<file path="config.mk">
export PLATFORM = sky130hd
export DESIGN_NAME = insert_y
export DESIGN_NICKNAME = d
export VERILOG_FILES = /design/src/rtl/insert_y.sv
export SDC_FILE = /design/constraint.sdc
export NUM_CORES = 1
export LEC_CHECK = 0
export BUFFER_PORTS_ARGS = -buffer_cell sky130_fd_sc_hd__buf_2
export CORE_ASPECT_RATIO = 0.9
export CORE_MARGIN = 2
export CORE_UTILIZATION = 30
export DETAILED_ROUTE_END_ITERATION = 7
export GPL_TIMING_DRIVEN = 0
export HOLD_SLACK_MARGIN = 0.15
export SETUP_SLACK_MARGIN = 0.02
export SYNTH_ARGS = -nofsm -noshare
export SYNTH_HDL_FRONTEND = slang
export SYNTH_SLANG_ARGS = --single-unit
</file>
<file path="constraint.sdc">
create_clock -name clk -period 47.7 [get_ports clk]
set_clock_uncertainty 0.2 [all_clocks]
set_input_delay 4.77 -clock clk [delete_from_list [all_inputs] [get_ports clk]]
set_output_delay 4.77 -clock clk [all_outputs]
set_load 0.02 [all_outputs]
</file>
<file path="src/rtl/insert_y.sv">
// rtl/insert_y.sv - accumulates the 14 y check digits over an 84-digit data word and inserts them to form the 98-digit word
module insert_y #(
    parameter int N     = 98,
    parameter int M     = 84,
    parameter int LANES = 7
) (
    input  logic             clk,
    input  logic             rst,
    input  logic             in_valid,
    output logic             in_ready,
    input  logic [2*M-1:0]   word_in,
    output logic             out_valid,
    input  logic             out_ready,
    output logic [2*N-1:0]   word_out
);

    localparam int Y     = N - M;
    localparam int YW    = $clog2(Y);
    localparam int STEPS = M / LANES;
    localparam int CW    = (STEPS > 1) ? $clog2(STEPS) : 1;

    if (N != 98 || M != 84) begin : g_bad_size
        $error("insert_y: only N=98, M=84 is supported");
    end
    if ((M % LANES) != 0 || !(LANES == 1 || LANES == 2 || LANES == 7 || LANES == 14)) begin : g_bad_lanes
        $error("insert_y: LANES must be 1, 2, 7 or 14");
    end

    typedef enum logic [1:0] {
        S_IDLE,
        S_ACCUM,
        S_HOLD
    } state_t;

    state_t              state_q, state_d;
    logic [CW-1:0]       cnt_q, cnt_d;
    logic [2*M-1:0]      word_q, word_d;
    logic [Y-1:0][1:0]   acc_q, acc_d;
    logic                in_ready_q, in_ready_d;
    logic                out_valid_q, out_valid_d;
    logic [2*N-1:0]      word_out_q, word_out_d;

    logic [Y-1:0][1:0]   acc_next;
    logic [2*N-1:0]      assembled;

    // Lane l folds data digit cnt*LANES+l into y[digit mod 14]; 2-bit sums wrap mod 4.
    always_comb begin
        acc_next = acc_q;
        for (int l = 0; l < LANES; l++) begin
            int k;
            k = int'(cnt_q) * LANES + l;
            acc_next[YW'(k % Y)] = acc_next[YW'(k % Y)] + word_q[2*k +: 2];
        end
    end

    // Fixed digit map: y digits at 0..5, 14..16, 62..64, 96..97; data fills the rest in order.
    always_comb begin
        assembled = '0;
        for (int i = 0; i < 6; i++)  assembled[2*i +: 2]        = acc_next[i];
        for (int i = 0; i < 8; i++)  assembled[2*(6+i) +: 2]    = word_q[2*i +: 2];
        for (int i = 0; i < 3; i++)  assembled[2*(14+i) +: 2]   = acc_next[6+i];
        for (int i = 0; i < 45; i++) assembled[2*(17+i) +: 2]   = word_q[2*(8+i) +: 2];
        for (int i = 0; i < 3; i++)  assembled[2*(62+i) +: 2]   = acc_next[9+i];
        for (int i = 0; i < 31; i++) assembled[2*(65+i) +: 2]   = word_q[2*(53+i) +: 2];
        for (int i = 0; i < 2; i++)  assembled[2*(96+i) +: 2]   = acc_next[12+i];
    end

    always_comb begin
        state_d     = state_q;
        cnt_d       = cnt_q;
        word_d      = word_q;
        acc_d       = acc_q;
        in_ready_d  = in_ready_q;
        out_valid_d = out_valid_q;
        word_out_d  = word_out_q;
        case (state_q)
            S_IDLE: begin
                if (in_valid && in_ready_q) begin
                    word_d     = word_in;
                    acc_d      = '0;
                    cnt_d      = '0;
                    in_ready_d = 1'b0;
                    state_d    = S_ACCUM;
                end else begin
                    in_ready_d = 1'b1;
                end
            end
            S_ACCUM: begin
                acc_d = acc_next;
                cnt_d = cnt_q + 1'b1;
                if (cnt_q == CW'(STEPS - 1)) begin
                    cnt_d       = '0;
                    word_out_d  = assembled;
                    out_valid_d = 1'b1;
                    state_d     = S_HOLD;
                end
            end
            S_HOLD: begin
                if (out_ready) begin
                    out_valid_d = 1'b0;
                    in_ready_d  = 1'b1;
                    state_d     = S_IDLE;
                end
            end
            default: begin
                state_d     = S_IDLE;
                out_valid_d = 1'b0;
                in_ready_d  = 1'b0;
            end
        endcase
    end

    always_ff @(posedge clk) begin
        if (rst) begin
            state_q     <= S_IDLE;
            cnt_q       <= '0;
            word_q      <= '0;
            acc_q       <= '0;
            in_ready_q  <= 1'b0;
            out_valid_q <= 1'b0;
            word_out_q  <= '0;
        end else begin
            state_q     <= state_d;
            cnt_q       <= cnt_d;
            word_q      <= word_d;
            acc_q       <= acc_d;
            in_ready_q  <= in_ready_d;
            out_valid_q <= out_valid_d;
            word_out_q  <= word_out_d;
        end
    end

    assign in_ready  = in_ready_q;
    assign out_valid = out_valid_q;
    assign word_out  = word_out_q;

endmodule
</file>
Yosys cells after proc, flatten, opt, wreduce, memory -nomap -nowiden
Cells that the tools add are included.
Operators by class
  divide/modulo/power cells: 7
  shift-type cells: 7
  add/subtract/negate cells: 14
  magnitude comparators: 14
  mux-type cells: 57
  equal/unequal tests: 6
  bitwise logic cells: 2
  $mul: 1
  reduce and logical (&&, ||, !) cells: 16
Operators with widths (count)
  $shiftx A168 B32 Y2: 6
  $mod A32 B5 Y32 const B: 7
  $bwmux W28: 7
  $shiftx A168 B10 Y2: 1
  $add A32 B3 Y32 const B: 2
  $add A32 B4 Y32 const B: 2
  $bmux W2 S4: 7
  $demux W2 S4: 7
  $pmux W28 S2: 1
  $mux W2: 24
  $lt A4 B6 Y1 const B: 7
  $add A32 B2 Y32 const B: 1
  $ge A4 B1 Y1 const B: 7
  $mux W28: 1
  $add A2 B2 Y2: 7
  $add A7 B3 Y8 const B: 1
  $logic_and A1 B1 Y1: 8
  $mux W4: 2
  $pmux W4 S2: 1
  $reduce_and A2 Y1: 4
  $mul A4 B3 Y7 const B: 1
  $ne A2 B2 Y1 const B: 3
  $pmux W1 S3: 2
  $pmux W2 S3: 1
  other kinds (9): 14
Word-level totals
  bits in registers: 400
  input bits: 172
  logic and storage cells: 144

Depth between registers and ports, before layout
  depth in word-level cells: 38
  depth in mapped cells: 80

Worst setup path before layout
OpenSTA, ideal clock, no wires.
  path type: flip-flop to flip-flop
  from: register cnt_q[0]
  to: register acc_q[7] (netlist bit)
  cell stages (with the launch flop): 71
  period minus slack after synthesis: 17.961 ns
  path slack: 29.739 ns
  path buffers: 21
  library setup time: 0.120 ns
  arrival: 17.641 ns
  path through: dfxtp_1 clkbuf_1 clkbuf_1 buf_1 inv_2 clkbuf_1 buf_6 clkbuf_1 clkbuf_1 buf_1 buf_6 buf_1 buf_6 clkbuf_1 ha_1 buf_4 buf_4 clkbuf_1 [35 not listed] mux2i_1 a21oi_1 ha_1 mux2_2 mux4_2 o21ai_0 a21oi_1 ha_1 buf_1 mux2_2 mux4_2 mux2i_1 a21oi_1 ha_1 xnor2_1 xnor2_4 buf_8 o21bai_2
Between the ends
  cells in the longest elaborated chain, start to end: 38
RTL lines
  start, declared: line 36  | logic [CW-1:0] cnt_q, cnt_d;
  start signal, assigned: line 124  | cnt_q <= cnt_d;
  $mul A4 B3 Y7 (*): line 51  | k = int'(cnt_q) * LANES + l;
  $mod A32 B5 Y32: line 52  | acc_next[YW'(k % Y)] = acc_next[YW'(k % Y)] + word_q[2*k +: 2];
  $bmux W2 S4 (tied with other cells): line 52
  $mux W2 (not written as such) / $logic_and A1 B1 Y1 (equally long branches): line 52
  $mux W2 (not written as such): line 52
  $add A2 B2 Y2 / $demux W2 S4 (equally long branches): line 52
  $bwmux W28: line 52
  $bmux W2 S4: line 52
  [20 not listed]
  $mux W2 (not written as such) (2 in series): line 52
  $add A2 B2 Y2: line 52
  $bwmux W28: line 52
  $bmux W2 S4: line 52
  $mux W2 (not written as such) (2 in series): line 52
  $add A2 B2 Y2: line 52
  $bwmux W28 (*): line 52
  $pmux W28 S2 (*): line 76  | case (state_q)
  end signal, assigned: line 118  | acc_q <= '0;
  end signal, assigned: line 126  | acc_q <= acc_d;
  end, declared: line 38  | logic [Y-1:0][1:0] acc_q, acc_d;
Mark *: on every way between the ends. The rest lies on a longest branch, timed or not. The select of a mux whose other input is x is not followed.
A chain may end at the register's enable or synchronous reset.

Worst setup path after layout
  from: register cnt_q[0]
  to: register acc_q[12] (netlist bit)
Same word-level chain as after synthesis.

==> impl_metrics.py <==
metrics = {
    "floorplan": {
        "rows": 106,
        "die_area_sq_um": 96200,
        "die_w_microns": 327,
        "coreArea_sq_um": 92800,
        "start_util_pct": 30.3,
        "ios": 370,
        "die_height_microns": 294,
    },
    "sta": {
        "worstMarginPinSlew_ns": 1.55,
        "final.setup.tns_ns": 0,
        "slew_viol_final": 11,
        "whs_ns": 0.252,
        "fin_crit_sh_pct": 56.4,
        "timing.fmax_mhz": 37.2,
        "setup_violations": 0,
        "max_slew_margin_pct": -3.13,
        "min_period_ns": 26.91,
        "finalHoldViolCount": 0,
        "rsz0062_at_grt": "no",
    },
    "global_route": {
        "grt_pass1_wl_microns": 193000,
        "first_global_vias": 28500,
        "overflow": 0,
        "antenna_found_initial": 6,
        "grt.total_usage_pct": 26.9,
        "grt_max_degree": 16,
    },
    "synthesis": {
        "synth.area.top_cells": "dfxtp_1, mux4_2, nand2_1",
        "async_flop_share_pct": 0,
        "synth_warnings": 0,
        "synth_edf_count": 0,
        "syn_nets": 3722,
        "synth_cell_types": 121,
        "synth_top_flop_cell": "dfxtp_1",
        "synth_area_per_cell_sq_um": 8.02,
        "netlist_instances": 3506,
        "syn_area_sq_um": 28100,
        "seq_area_frac_synth_pct": 28.5,
        "synth_top_area_cell": "dfxtp_1",
        "yosys.area.top_type_share_pct": 28.5,
        "ys_ff_latch": 400,
    },
    "pwr": {
        "p_int_mw": 0.703,
        "ir_worst_vdd_uv": 23.3,
        "pwr-share-seq_pct": 32.3,
        "p_sw_share_pct": 38.3,
        "leakage_nw": 11.9,
        "p_clk_share_pct": 33.0,
        "comb_power_share_pct": 34.8,
        "powerDensity_nw_per_um2": 34.4,
        "power_switching_mw": 0.437,
    },
    "min_path": {
        "hold_class": "reg2reg",
    },
    "worst_setup_path": {
        "ff2ff_path_depth": 72,
        "critPathRequiredTime_ns": 47.94,
        "r2r-start": "cnt_q[0]",
        "critPathMaxStageDelay_ns": 1.14,
        "cp.arrival_ns": 27.15,
        "cp_max_fo": 15,
        "critPathLaunch": "cnt_q[0]",
        "critical-path-slowest-cell": "clkbuf_1",
        "setup.worst_path.start_class": "register",
        "critPathMostFrequentCell": "ha_1",
        "r2r_end": "acc_q[12]",
        "path_class": "reg2reg",
        "r2r_slack_ns": 20.79,
        "crit_end": "acc_q[12]",
        "endpoint_kind": "register",
    },
    "cts": {
        "post_cts_buffers": 0,
        "cts_hold_buf": 0,
        "cts_sinks": 400,
        "clockBufferDepth": 3,
        "post_cts_resized": 0,
        "cts_tree": "yes",
        "cts_root_buf": "clkbuf_16",
        "cts_htree_levels": 2,
        "clock_latency_ns": 0.60,
        "cts_buffers": 45,
        "clkSlewWorstSetupHoldPaths_ns": 0.06,
    },
    "layout": {
        "num-nets-final": 4137,
        "syn_to_final_growth_pct": 17.8,
        "n_fill_cell": 9937,
        "final_layout_size_suffix_gt1_share_pct": 19.8,
    },
    "route": {
        "routedWlPerCell_microns": 26.0,
        "drt_iter0_drc": 3616,
        "num_vias": 30500,
        "drc": 0,
        "vias_per_cell": 5.87,
        "ant_nets": 0,
        "routed_wl_microns": 135000,
        "dr.pass1.iters": 6,
    },
    "place": {
        "port_buffers": 368,
        "gp_congestion": 1.06,
        "dp_hpwl_microns": 107000,
    },
    "status": {
        "status": "finished with violations",
        "violations": "max-capacitance violations, max-slew violations",
    },
    "run": {
        "max_cap_viol_count": 1,
    },
}
## registers in the layout (all words and copies together) (netlist names)
name       count
acc_q         28
cnt_q          4
in_ready       1
out_valid      1
state_q        2
word_out     196
word_q       168
## power by group through the flow
| stage | sequential, mW | combinational [mW] | clock (mW) |
|---|---|---|---|
| floorplan | 0.362 | 0.248 | 0 |
| global placement | 0.374 | 0.377 | 0 |
| detailed placement | 0.374 | 0.376 | 0 |
| CTS | 0.366 | 0.378 | 0.379 |
| global route | 0.368 | 0.411 | 0.392 |
| finish | 0.368 | 0.397 | 0.376 |
## how the worst min path moves through the flow
stage | endpoint | cells after the start | slack (ns) | start
2_1_floorplan | word_out[129] | 2 | 0.24 | acc_q[23]
3_3_place_gp | word_out[12] | 2 | 0.24 | word_out[12]
3_5_place_dp | word_out[17] | 2 | 0.24 | word_out[17]
4_1_cts | word_out[17] | 2 | 0.25 | word_out[17]
5_1_grt | word_out[71] | 2 | 0.27 | word_out[71]
6_report | word_out[170] | 2 | 0.25 | word_out[170]
## cell usage in the layout, fill, tap and decap left out, types with 43 or more instances in the layout
cell / netlist / layout
nor2_1: 159 / 159
a21oi_1: 467 / 467
clkbuf_16: 0 / 46
nand2_1: 914 / 914
mux2_2: 43 / 43
mux2i_1: 110 / 109
nand3_1: 67 / 67
dfxtp_1: 400 / 400
mux4_2: 171 / 171
o21ai_0: 118 / 118
clkbuf_1: 194 / 204
a211oi_1: 52 / 52
buf_2: 11 / 379
xnor2_1: 58 / 58
nor3_1: 55 / 55
## metal layers
| layer | GRT usage [%] | part of all wire, % | wire length, microns |
|---|---|---|---|
| met1 | 34.8 | 40 | 54200 |
| met2 | 41.6 | 44 | 59000 |
| met3 | 7.07 | 11 | 14800 |
| met4 | 13.0 | 5.5 | 7500 |
| met5 | 0 | 0.051 | 69 |
## cell type report
cell class,count,area [sq um],share of cell area (%)
Multi-Input combinational cell,2781,18700,56.4
Sequential cell,400,8010,24.2
Timing Repair Buffer,368,1840,5.56
Tap cell,1242,1550,4.69
Clock buffer,62,1270,3.84
Buffer,278,1260,3.80
Clock inverter,21,313,0.944
Inverter,47,176,0.533
Antenna cell,5,12.5,0.0378
## synth_stat cells (33+ instances only)
| library cell | instances |
|---|---|
| dfxtp_1 | 400 |
| and3_1 | 41 |
| o21ai_0 | 118 |
| nand2_1 | 914 |
| mux2_2 | 43 |
| mux4_2 | 171 |
| and2_1 | 38 |
| a31oi_1 | 34 |
| mux2i_1 | 110 |
| nor2_1 | 159 |
| clkbuf_1 | 194 |
| a211oi_1 | 52 |
| nor3_1 | 55 |
| o211ai_1 | 33 |
| inv_1 | 37 |
| buf_1 | 36 |
| a21oi_1 | 467 |
| xnor2_1 | 58 |
| ha_1 | 40 |
| nand3_1 | 67 |
## logic make-up (layout without fill, tap and decap cells)
| logic type | Yosys count | in the layout | share of synthesized area [%] |
|---|---|---|---|
| compound gates | 916 | 916 | 20.4 |
| xor+xnor | 72 | 72 | 2.46 |
| fa+ha+maj | 46 | 46 | 2.14 |
| buf+inv | 325 | 776 | 5.10 |
| flops | 400 | 400 | 28.5 |
| mux | 327 | 327 | 19.5 |
| other cells | 0 | 5 | 0 |
| simple gates | 1420 | 1420 | 21.9 |
## stage by stage
stage	util, %	total power, mW	std cells	cell area, sq um	setup WS [ns]
4_1_cts	35.7	1.12	5199	33100	21.66
3_3_place_gp	34.0	0.750	5116	31500	21.75
2_1_floorplan	-	0.610	3506	28100	29.74
5_1_grt	35.7	1.17	5200	33100	20.34
6_report	35.7	1.14	5204	33100	20.79
3_5_place_dp	34.0	0.750	5116	31500	21.70
## worst max-delay path: cells and delay by family (launching register included)
kind	cells	cell delay, ns
buf+inv	23	12.08
mux	13	5.02
flops	1	0.43
simple gates	6	0.86
xor+xnor	1	0.46
fa+ha+maj	9	3.51
compound gates	20	4.03
Note: power is estimated with default switching activity, not from simulation.
